==> src/rtl/riscv_pkg.sv <==
// riscv_pkg: shared RV32I opcodes, NOP encoding, field positions and fetch state enum
package riscv_pkg;
  localparam logic [6:0] OP_R      = 7'b0110011;
  localparam logic [6:0] OP_IMM    = 7'b0010011;
  localparam logic [6:0] OP_LOAD   = 7'b0000011;
  localparam logic [6:0] OP_STORE  = 7'b0100011;
  localparam logic [6:0] OP_BRANCH = 7'b1100011;
  localparam logic [6:0] OP_JAL    = 7'b1101111;
  localparam logic [31:0] NOP = 32'h0000_0013;
  localparam int OPC_LSB = 0;
  localparam int RD_LSB  = 7;
  localparam int F3_LSB  = 12;
  localparam int RS1_LSB = 15;
  localparam int RS2_LSB = 20;
  localparam int F7_LSB  = 25;
  typedef enum logic [1:0] {S_BOOT, S_RUN, S_HALT} fetch_state_e;
endpackage

==> src/rtl/if_skid_buffer.sv <==
// if_skid_buffer: one-entry (pc, instr) holding register for fetch stall
// Ports: clk, rst; i_load captures i_pc/i_instr; i_unload empties; i_flush clears;
//        o_full flags a held entry presented on o_pc/o_instr.
module if_skid_buffer #(
  parameter int XLEN = 32
) (
  input  logic            clk,
  input  logic            rst,
  input  logic            i_load,
  input  logic            i_unload,
  input  logic            i_flush,
  input  logic [XLEN-1:0] i_pc,
  input  logic [31:0]     i_instr,
  output logic            o_full,
  output logic [XLEN-1:0] o_pc,
  output logic [31:0]     o_instr
);
  logic            r_full;
  logic [XLEN-1:0] r_pc;
  logic [31:0]     r_instr;
  always_ff @(posedge clk) begin
    if (rst || i_flush) r_full <= 1'b0;
    else if (i_load) r_full <= 1'b1;
    else if (i_unload) r_full <= 1'b0;
  end
  always_ff @(posedge clk) begin
    if (i_load) begin
      r_pc    <= i_pc;
      r_instr <= i_instr;
    end
  end
  assign o_full  = r_full;
  assign o_pc    = r_pc;
  assign o_instr = r_instr;
endmodule

==> src/rtl/instr_fetch_stage.sv <==
// instr_fetch_stage: RV32I fetch stage with PC, 1-cycle imem interface, skid buffer and redirect
// Ports: clk, rst (sync, active-high); imem_en/imem_addr/imem_rdata to instruction memory;
//        stall from decode; redirect_valid/redirect_pc from execute;
//        if_* registered instruction and decoded fields; fetch_err sticky misaligned redirect.
module instr_fetch_stage
  import riscv_pkg::*;
#(
  parameter int              XLEN     = 32,
  parameter logic [XLEN-1:0] RESET_PC = '0,
  parameter int              IMEM_AW  = 10
) (
  input  logic               clk,
  input  logic               rst,
  output logic               imem_en,
  output logic [IMEM_AW-1:0] imem_addr,
  input  logic [31:0]        imem_rdata,
  input  logic               stall,
  input  logic               redirect_valid,
  input  logic [XLEN-1:0]    redirect_pc,
  output logic               if_valid,
  output logic [XLEN-1:0]    if_pc,
  output logic [31:0]        if_instr,
  output logic [6:0]         if_opcode,
  output logic [2:0]         if_funct3,
  output logic [6:0]         if_funct7,
  output logic [4:0]         if_rd,
  output logic [4:0]         if_rs1,
  output logic [4:0]         if_rs2,
  output logic               fetch_err
);
  fetch_state_e    r_state, w_state_nx;
  logic [XLEN-1:0] r_pc, r_pend_pc, r_if_pc, w_skid_pc;
  logic [31:0]     r_if_instr, w_skid_instr;
  logic            r_pend, r_if_valid, r_fetch_err;
  logic            w_issue, w_redir_ok, w_misalign, w_skid_full;
  assign w_redir_ok = redirect_valid && redirect_pc[1:0] == 2'b00 && r_state != S_HALT;
  assign w_misalign = redirect_valid && redirect_pc[1:0] != 2'b00 && r_state != S_HALT;
  always_ff @(posedge clk) begin
    if (rst) r_state <= S_BOOT;
    else r_state <= w_state_nx;
  end
  // Boot lasts exactly one cycle; halt is absorbing until reset.
  always_comb begin
    w_issue    = r_state == S_RUN && !stall && !w_skid_full && !redirect_valid;
    w_state_nx = (r_state == S_HALT || w_misalign) ? S_HALT : S_RUN;
  end
  // A response arriving under stall parks in the skid; the skid drains before any new issue.
  if_skid_buffer #(.XLEN(XLEN)) u_skid (
    .clk      (clk),
    .rst      (rst),
    .i_load   (r_pend && stall && !redirect_valid),
    .i_unload (!stall && !redirect_valid),
    .i_flush  (redirect_valid),
    .i_pc     (r_pend_pc),
    .i_instr  (imem_rdata),
    .o_full   (w_skid_full),
    .o_pc     (w_skid_pc),
    .o_instr  (w_skid_instr)
  );
  always_ff @(posedge clk) begin
    if (rst) begin
      r_pc        <= RESET_PC;
      r_pend      <= 1'b0;
      r_pend_pc   <= '0;
      r_if_valid  <= 1'b0;
      r_if_pc     <= '0;
      r_if_instr  <= NOP;
      r_fetch_err <= 1'b0;
    end else begin
      r_pend <= w_issue;
      if (w_issue) r_pend_pc <= r_pc;
      if (w_redir_ok) r_pc <= redirect_pc;
      else if (w_issue) r_pc <= r_pc + XLEN'(4);
      if (w_misalign) r_fetch_err <= 1'b1;
      // Redirect kills the in-flight response even while decode is stalled.
      if (redirect_valid || r_state == S_HALT) r_if_valid <= 1'b0;
      else if (!stall) begin
        if (w_skid_full) begin
          r_if_valid <= 1'b1;
          r_if_pc    <= w_skid_pc;
          r_if_instr <= w_skid_instr;
        end else if (r_pend) begin
          r_if_valid <= 1'b1;
          r_if_pc    <= r_pend_pc;
          r_if_instr <= imem_rdata;
        end else r_if_valid <= 1'b0;
      end
    end
  end
  assign imem_en   = w_issue;
  assign imem_addr = r_pc[IMEM_AW+1:2];
  assign if_valid  = r_if_valid;
  assign if_pc     = r_if_pc;
  assign if_instr  = r_if_instr;
  assign if_opcode = r_if_instr[OPC_LSB +: 7];
  assign if_rd     = r_if_instr[RD_LSB +: 5];
  assign if_funct3 = r_if_instr[F3_LSB +: 3];
  assign if_rs1    = r_if_instr[RS1_LSB +: 5];
  assign if_rs2    = r_if_instr[RS2_LSB +: 5];
  assign if_funct7 = r_if_instr[F7_LSB +: 7];
  assign fetch_err = r_fetch_err;
endmodule

==> config.mk <==
export PLATFORM = sky130hd
export DESIGN_NAME = instr_fetch_stage
export DESIGN_NICKNAME = d
export VERILOG_FILES = /design/src/rtl/riscv_pkg.sv /design/src/rtl/if_skid_buffer.sv /design/src/rtl/instr_fetch_stage.sv
export SDC_FILE = /design/constraint.sdc
export NUM_CORES = 1
export LEC_CHECK = 0
export CORE_MARGIN = 2
export CORE_UTILIZATION = 51
export CTS_CLUSTER_DIAMETER = 150
export DETAILED_ROUTE_END_ITERATION = 12
export GPL_ROUTABILITY_DRIVEN = 0
export MAX_ROUTING_LAYER = met4
export PLACE_DENSITY = 0.8
export REMOVE_ABC_BUFFERS = 1
export SLEW_MARGIN = 25
export SYNTH_ARGS = -nofsm -noshare
export SYNTH_HDL_FRONTEND = slang
export SYNTH_SLANG_ARGS = --single-unit
==> constraint.sdc <==
create_clock -name clk -period 3.5 [get_ports clk]
set_input_delay 0.7 -clock clk [delete_from_list [all_inputs] [get_ports clk]]
set_output_delay 0.7 -clock clk [all_outputs]
set_load 0.02 [all_outputs]
==> flow_summary.yaml, run 1 <==
power:
  power.internal_mw: 3.71
  clock_power_share_pct: 42.6
  p_comb_share_pct: 5.5
  seqPwrFrac_pct: 51.9
  switching_share_pct: 20.4
  leakage_nw: 3.18
  switching_power_mw: 0.953
  p_total_mw: 4.66
  power_density_nw_per_um2: 452
  peakVddDrop_v: 0.000356
clock_network:
  cts_htree_levels: 4
  path_clk_slew_ns: 0.06
  clockBufferDepth: 2
  ctsResizeCount: 0
  cts.sinks: 198
  cts_hold_buf: 0
  cts_buffers: 17
  root_buffer: "clkbuf_16"
  post_cts_buffers: 0
  cts_tree: "built"
  clk_latency_ns: 0.42
yosys:
  synthSimpleGateAreaFrac_pct: 13.6
  synthXorXnorAreaFrac_pct: 2.17
  syn_area_sq_um: 8090
  syn_avg_cell_area_sq_um: 10.5
  syn-instance-count: 768
  synthAdderAreaFrac_pct: 0.155
  yosysWarnings: 0
  synth-compound-area-share_pct: 12.2
  seq_area_frac_synth_pct: 56.9
  synth-async-reset-ratio_pct: 0
  synth_cell_types: 53
  synth-edff-count: 64
  ys_ff_latch: 198
  synth_top_family_by_area: "simple AND/OR/NAND/NOR gates"
  yosys_most_used_dff: "dfxtp_1"
  muxShareOfSynthArea_pct: 8.06
timing:
  period_minus_slack_ns: 3.19
  hold_viol_final: 0
  timing.fmax_ghz: 0.314
  finClkSkew_ns: 0.00491
  setup_viol: 0
  rsz0062_at_grt: "false"
  max_slew_margin_pct: 48.4
  report.final.slew_viol_count: 0
  period_share_pct: 91.1
  worstMarginPinSlew_ns: 0.773
  hold_slack_ns: 0.454
setup_path:
  start_kind: "primary input"
  path_max_fanout: 9
  crit_required_ns: 2.80
  critPathLaunch: "redirect_valid"
  r2r_cells: 7
  regToRegStartpoint: "u_skid.o_full"
  criticalPathCategory: "primary input to primary output"
  critPathCaptureType: "primary output"
  cp-endpoint: "imem_en"
  r2r_end: "r_pc[30]"
  arrival_ns: 2.49
  reg2reg_slack_ns: 1.16
grt:
  grt_usage_pct: 21.4
  grt_first_pass_wirelength_microns: 27500
  antenna_found_initial: 0
  grt_max_degree: 123
  gr-total-overflow: 0
  grt_pass1_vias: 5368
routing:
  dr.pass1.iters: 5
  post_drt_wl_per_cell_microns: 15.5
  vias: 5935
  via_per_inst: 5.36
  wl_microns: 17200
  ant_nets: 0
  drc: 0
  first_iter_violations: 393
floorplan:
  row_count: 46
  io_pins: 177
  dieArea_sq_um: 16900
  die_y_microns: 130
  initial_core_util_pct: 51.5
  core_area_sq_um: 15700
  fp.dieW_microns: 130
layout:
  area_growth_pct: 27.4
  fin_area_sq_um: 10300
  n_antenna_cell: 0
  drive_gt1_share_pct: 6.17
  nNetsFinal: 948
placement:
  port-buffer-count: 176
  postPlaceCellArea_sq_um: 9710
  dpl.hpwl_microns: 11400
min_path:
  hold_class: "flip-flop to flip-flop"
  min_from: "r_pend_pc[17]"
status:
  status: "finished clean"
flow_run:
  cap_violations: 0
-- cell usage in the layout (no fill, tap or decap), drive strengths merged, types with 6 or more instances in the layout --
cell,n
and3,6
nand2,82
clkdlybuf4s50,175
a211oi,79
nor2,94
a21oi,45
clkinv,7
edfxtp,64
xnor2,16
clkbuf,21
nor3,9
nor4,9
buf,13
dfxtp,134
mux2i,64
nand4,9
nand3,9
-- state kept, by name (all words and copies together) (netlist names) --
| register | cells |
|---|---|
| if_instr | 32 |
| r_pc | 32 |
| fetch_err | 1 |
| r_state | 2 |
| r_pend_pc | 32 |
| if_valid | 1 |
| u_skid.o_instr | 32 |
| u_skid.o_pc | 32 |
| u_skid.o_full | 1 |
| if_pc | 32 |
| r_pend | 1 |
-- critical path, stage by stage --
cell	delay, ns
clkdlybuf4s50_1	0.56
nor4_4	0.40
nand2_1	0.14
clkinv_1	0.09
clkdlybuf4s50_1	0.60
-- Yosys cell counts, types with 2 or more instances --
library cell / n / area share [%]
nand3_1: 9 / 0.56
or3_1: 2 / 0.15
mux2i_1: 64 / 7.9
o22ai_1: 2 / 0.15
a211oi_1: 78 / 7.2
nor3_2: 3 / 0.37
buf_4: 43 / 4.0
a31oi_1: 3 / 0.23
a22oi_1: 4 / 0.37
buf_2: 11 / 0.68
inv_1: 4 / 0.19
nor3b_1: 2 / 0.19
o211ai_1: 3 / 0.28
clkbuf_1: 33 / 1.5
nand4_1: 7 / 0.54
dfxtp_1: 134 / 33
nand2b_1: 3 / 0.23
and2_1: 2 / 0.15
and3_1: 6 / 0.46
buf_1: 8 / 0.37
xnor2_1: 16 / 1.7
a211o_1: 3 / 0.32
o21ai_0: 2 / 0.12
nor4_1: 7 / 0.54
nand2_1: 82 / 3.8
nor2_1: 94 / 4.4
a21oi_1: 45 / 2.8
and4_1: 2 / 0.22
edfxtp_1: 64 / 24
xor2_1: 4 / 0.43
nor3_1: 6 / 0.37
-- routing by layer --
layer / wire length, microns / track usage, % / share of wire, %
met3: 1090 / 4.76 / 6.3
met1: 7820 / 28.6 / 45
met2: 8070 / 32.7 / 47
met5: 0 / - / 0
met4: 217 / 6.58 / 1.3
-- cell families after synthesis --
| kind of cell | after synthesis |
|---|---|
| compound gates | 146 |
| xor+xnor | 20 |
| fa+ha+maj | 1 |
| buf+inv | 101 |
| flops | 198 |
| mux | 65 |
| simple gates | 237 |
-- worst min-delay path by stage --
stage | cells past startpoint | to | slack [ns]
3_5_place_dp | 2 | r_pend_pc[0] | 0.44
4_1_cts | 0 | u_skid.o_pc[5] | 0.46
6_report | 0 | u_skid.o_pc[17] | 0.45
2_1_floorplan | 2 | r_pend_pc[0] | 0.42
3_3_place_gp | 2 | r_pend_pc[1] | 0.44
5_1_grt | 0 | u_skid.o_pc[13] | 0.47
-- per-stage QoR --
stage	setup TNS, ns	setup WS [ns]	std cells	util [%]
final	0	0.312	1108	65.6
after global routing	0	0.213	1108	65.6
after CTS	0	0.301	1108	65.6
after detailed placement	0	0.315	1076	61.8
after global placement	0	0.331	1076	61.8
after floorplan	-266.48	-3.46	672	-
-- power by group through the flow --
| stage | Combinational [mW] | Sequential (mW) | Clock (mW) |
|---|---|---|---|
| 2_1_floorplan | 0.0752 | 2.48 | 0 |
| 3_3_place_gp | 0.253 | 2.47 | 0 |
| 3_5_place_dp | 0.257 | 2.47 | 0 |
| 4_1_cts | 0.259 | 2.42 | 2.03 |
| 5_1_grt | 0.278 | 2.42 | 2.12 |
| 6_report | 0.257 | 2.42 | 1.99 |
-- area by class of cell --
type                            instances  area [sq um]
Multi-Input combinational cell        469          2940
Tap cell                              216           270
Clock buffer                           21           440
Sequential cell                       198          4610
Inverter                                5          18.8
Timing Repair Buffer                  188          1870
Clock inverter                         11           156
Fill cell                            1238          5400
Note: power is estimated with default switching activity, not from simulation.
==> run 2, diff against run 1 <==
Settings changed: CTS_CLUSTER_SIZE set to 30.
==> results of run 2 <==
No change in the layout: final DEF, timing and power equal those of run 1.
==> run 3, diff against run 2 <==
Settings changed: PLACE_DENSITY 0.8 to 0.85.
==> flow_summary.yaml, run 3 (same netlist as run 1, synthesis figures left out) <==
clock_network:
  root_buffer: "clkbuf_16"
  path_clk_slew_ns: 0.06
  post_cts_buffers: 0
  cts_htree_levels: 4
  cts_hold_buf: 0
  cts.sinks: 198
  clk_latency_ns: 0.43
  cts_tree: "built"
  clockBufferDepth: 2
  ctsResizeCount: 0
  cts_buffers: 17
grt:
  grt_pass1_vias: 5323
  grt_usage_pct: 20.9
  grt_max_degree: 123
  antenna_found_initial: 0
  grt_first_pass_wirelength_microns: 27000
  gr-total-overflow: 0
layout:
  drive_gt1_share_pct: 6.07
  layout_common_cells: "clkdlybuf4s50_1, dfxtp_1, nor2_1"
  layout_commonest_cell: "clkdlybuf4s50_1"
  final_core_util_pct: 65.0
  fin_area_sq_um: 10200
  area_growth_pct: 26.3
  fillCellCount: 1268
  nNetsFinal: 946
  n_antenna_cell: 0
  multi_input_area_sq_um: 2940
  stdcell_count: 1106
  ff_latch_area_sq_um: 4610
placement:
  postPlaceCellArea_sq_um: 9710
  port-buffer-count: 176
  dpl.hpwl_microns: 11000
  place_ws_ns: 0.312
  placed_cells: 1074
status:
  status: "finished clean"
timing:
  layout_setup_ws_ns: 0.303
  report.final.slew_viol_count: 0
  timing.fmax_ghz: 0.313
  period_minus_slack_ns: 3.20
  hold_viol_final: 0
  period_share_pct: 91.3
  rsz0062_at_grt: "false"
  finClkSkew_ns: 0.00863
  setup_viol: 0
  max_slew_margin_pct: 52.7
  worstMarginPinSlew_ns: 0.709
routing:
  vias: 5898
  ant_nets: 0
  via_per_inst: 5.33
  dr.pass1.iters: 4
  wl_microns: 17000
  drc: 0
  post_drt_wl_per_cell_microns: 15.4
  first_iter_violations: 395
setup_path:
  reg2reg_slack_ns: 1.32
  criticalPathCategory: "primary input to primary output"
  path_max_fanout: 9
  max_stage_delay_ns: 0.60
  crit_top_cell: "clkdlybuf4s50_1"
  path_cells: "clkdlybuf4s50_1, nor4_4, nand2_1, clkinv_1, clkdlybuf4s50_1"
  crit_required_ns: 2.80
  crit_family: "buffers and inverters"
  arrival_ns: 2.50
  path_buf_inv: 3
  critPathCaptureType: "primary output"
  start_kind: "primary input"
  cp_slowest_cell: "clkdlybuf4s50_1"
min_path:
  hold_class: "flip-flop to flip-flop"
floorplan:
  dieArea_sq_um: 16900
  initial_core_util_pct: 51.5
  core_area_sq_um: 15700
  fp.dieW_microns: 130
  die_y_microns: 130
  io_pins: 177
  row_count: 46
power:
  power_density_nw_per_um2: 430
  p_total_mw: 4.39
  leakage_nw: 3.13
  peakVddDrop_v: 0.000362
flow_run:
  cap_violations: 0
==> run 3: cell types whose count changed in the layout (fill, tap and decap cells not counted), sizes merged <==
cell and delta:
clkinv +3, clkinvlp +1, buf -2, bufinv -4
==> run 3: worst reg2reg max path: cells and delay by family, from the launching register on <==
kind,cells,cell delay [ns]
simple gates,4,1.49
compound gates,1,0.15
flops,1,0.46
==> run 3: final timing paths <==
kind	cells after the start	start	to
max	5	redirect_valid	imem_en
max reg2reg	5	r_pc[4]	r_pc[21]
min	2	r_pc[1]	r_pend_pc[1]
min reg2reg	2	r_pc[1]	r_pend_pc[1]
==> run 3: metrics by stage <==
stage	setup TNS (ns)	hold slack [ns]
after floorplan	-266.48	0.421
after global placement	0	0.435
after detailed placement	0	0.442
after CTS	0	0.450
after global routing	0	0.471
final	0	0.450
==> run 3: cell type report <==
type,count,share of cell area [%]
clock buffer,21,4.31
clock inverter,11,0.625
inverter,5,0.184
multi-input combinational,469,28.8
sequential,198,45.1
tap,216,2.65
timing repair buffer,186,18.3
==> run 3: layer usage <==
layer  part of all wire, %  up-vias  track usage [%]  wire (microns)
met5                     0        -                -               0
met1                    46     2762             27.2            7750
met4                   1.3        0             6.45             218
met3                   6.2       14             4.51            1050
li1                      -     2938                -               -
met2                    47      184             33.0            7980
==> run 3: report_power, final <==
group	internal, mW	total [mW]	switching [mW]	leakage [nW]
Combinational	0.133	0.255	0.121	1.18
Clock	0.898	1.72	0.818	0.250
Sequential	2.39	2.42	0.0313	1.71
Total	3.42	4.39	0.970	3.13
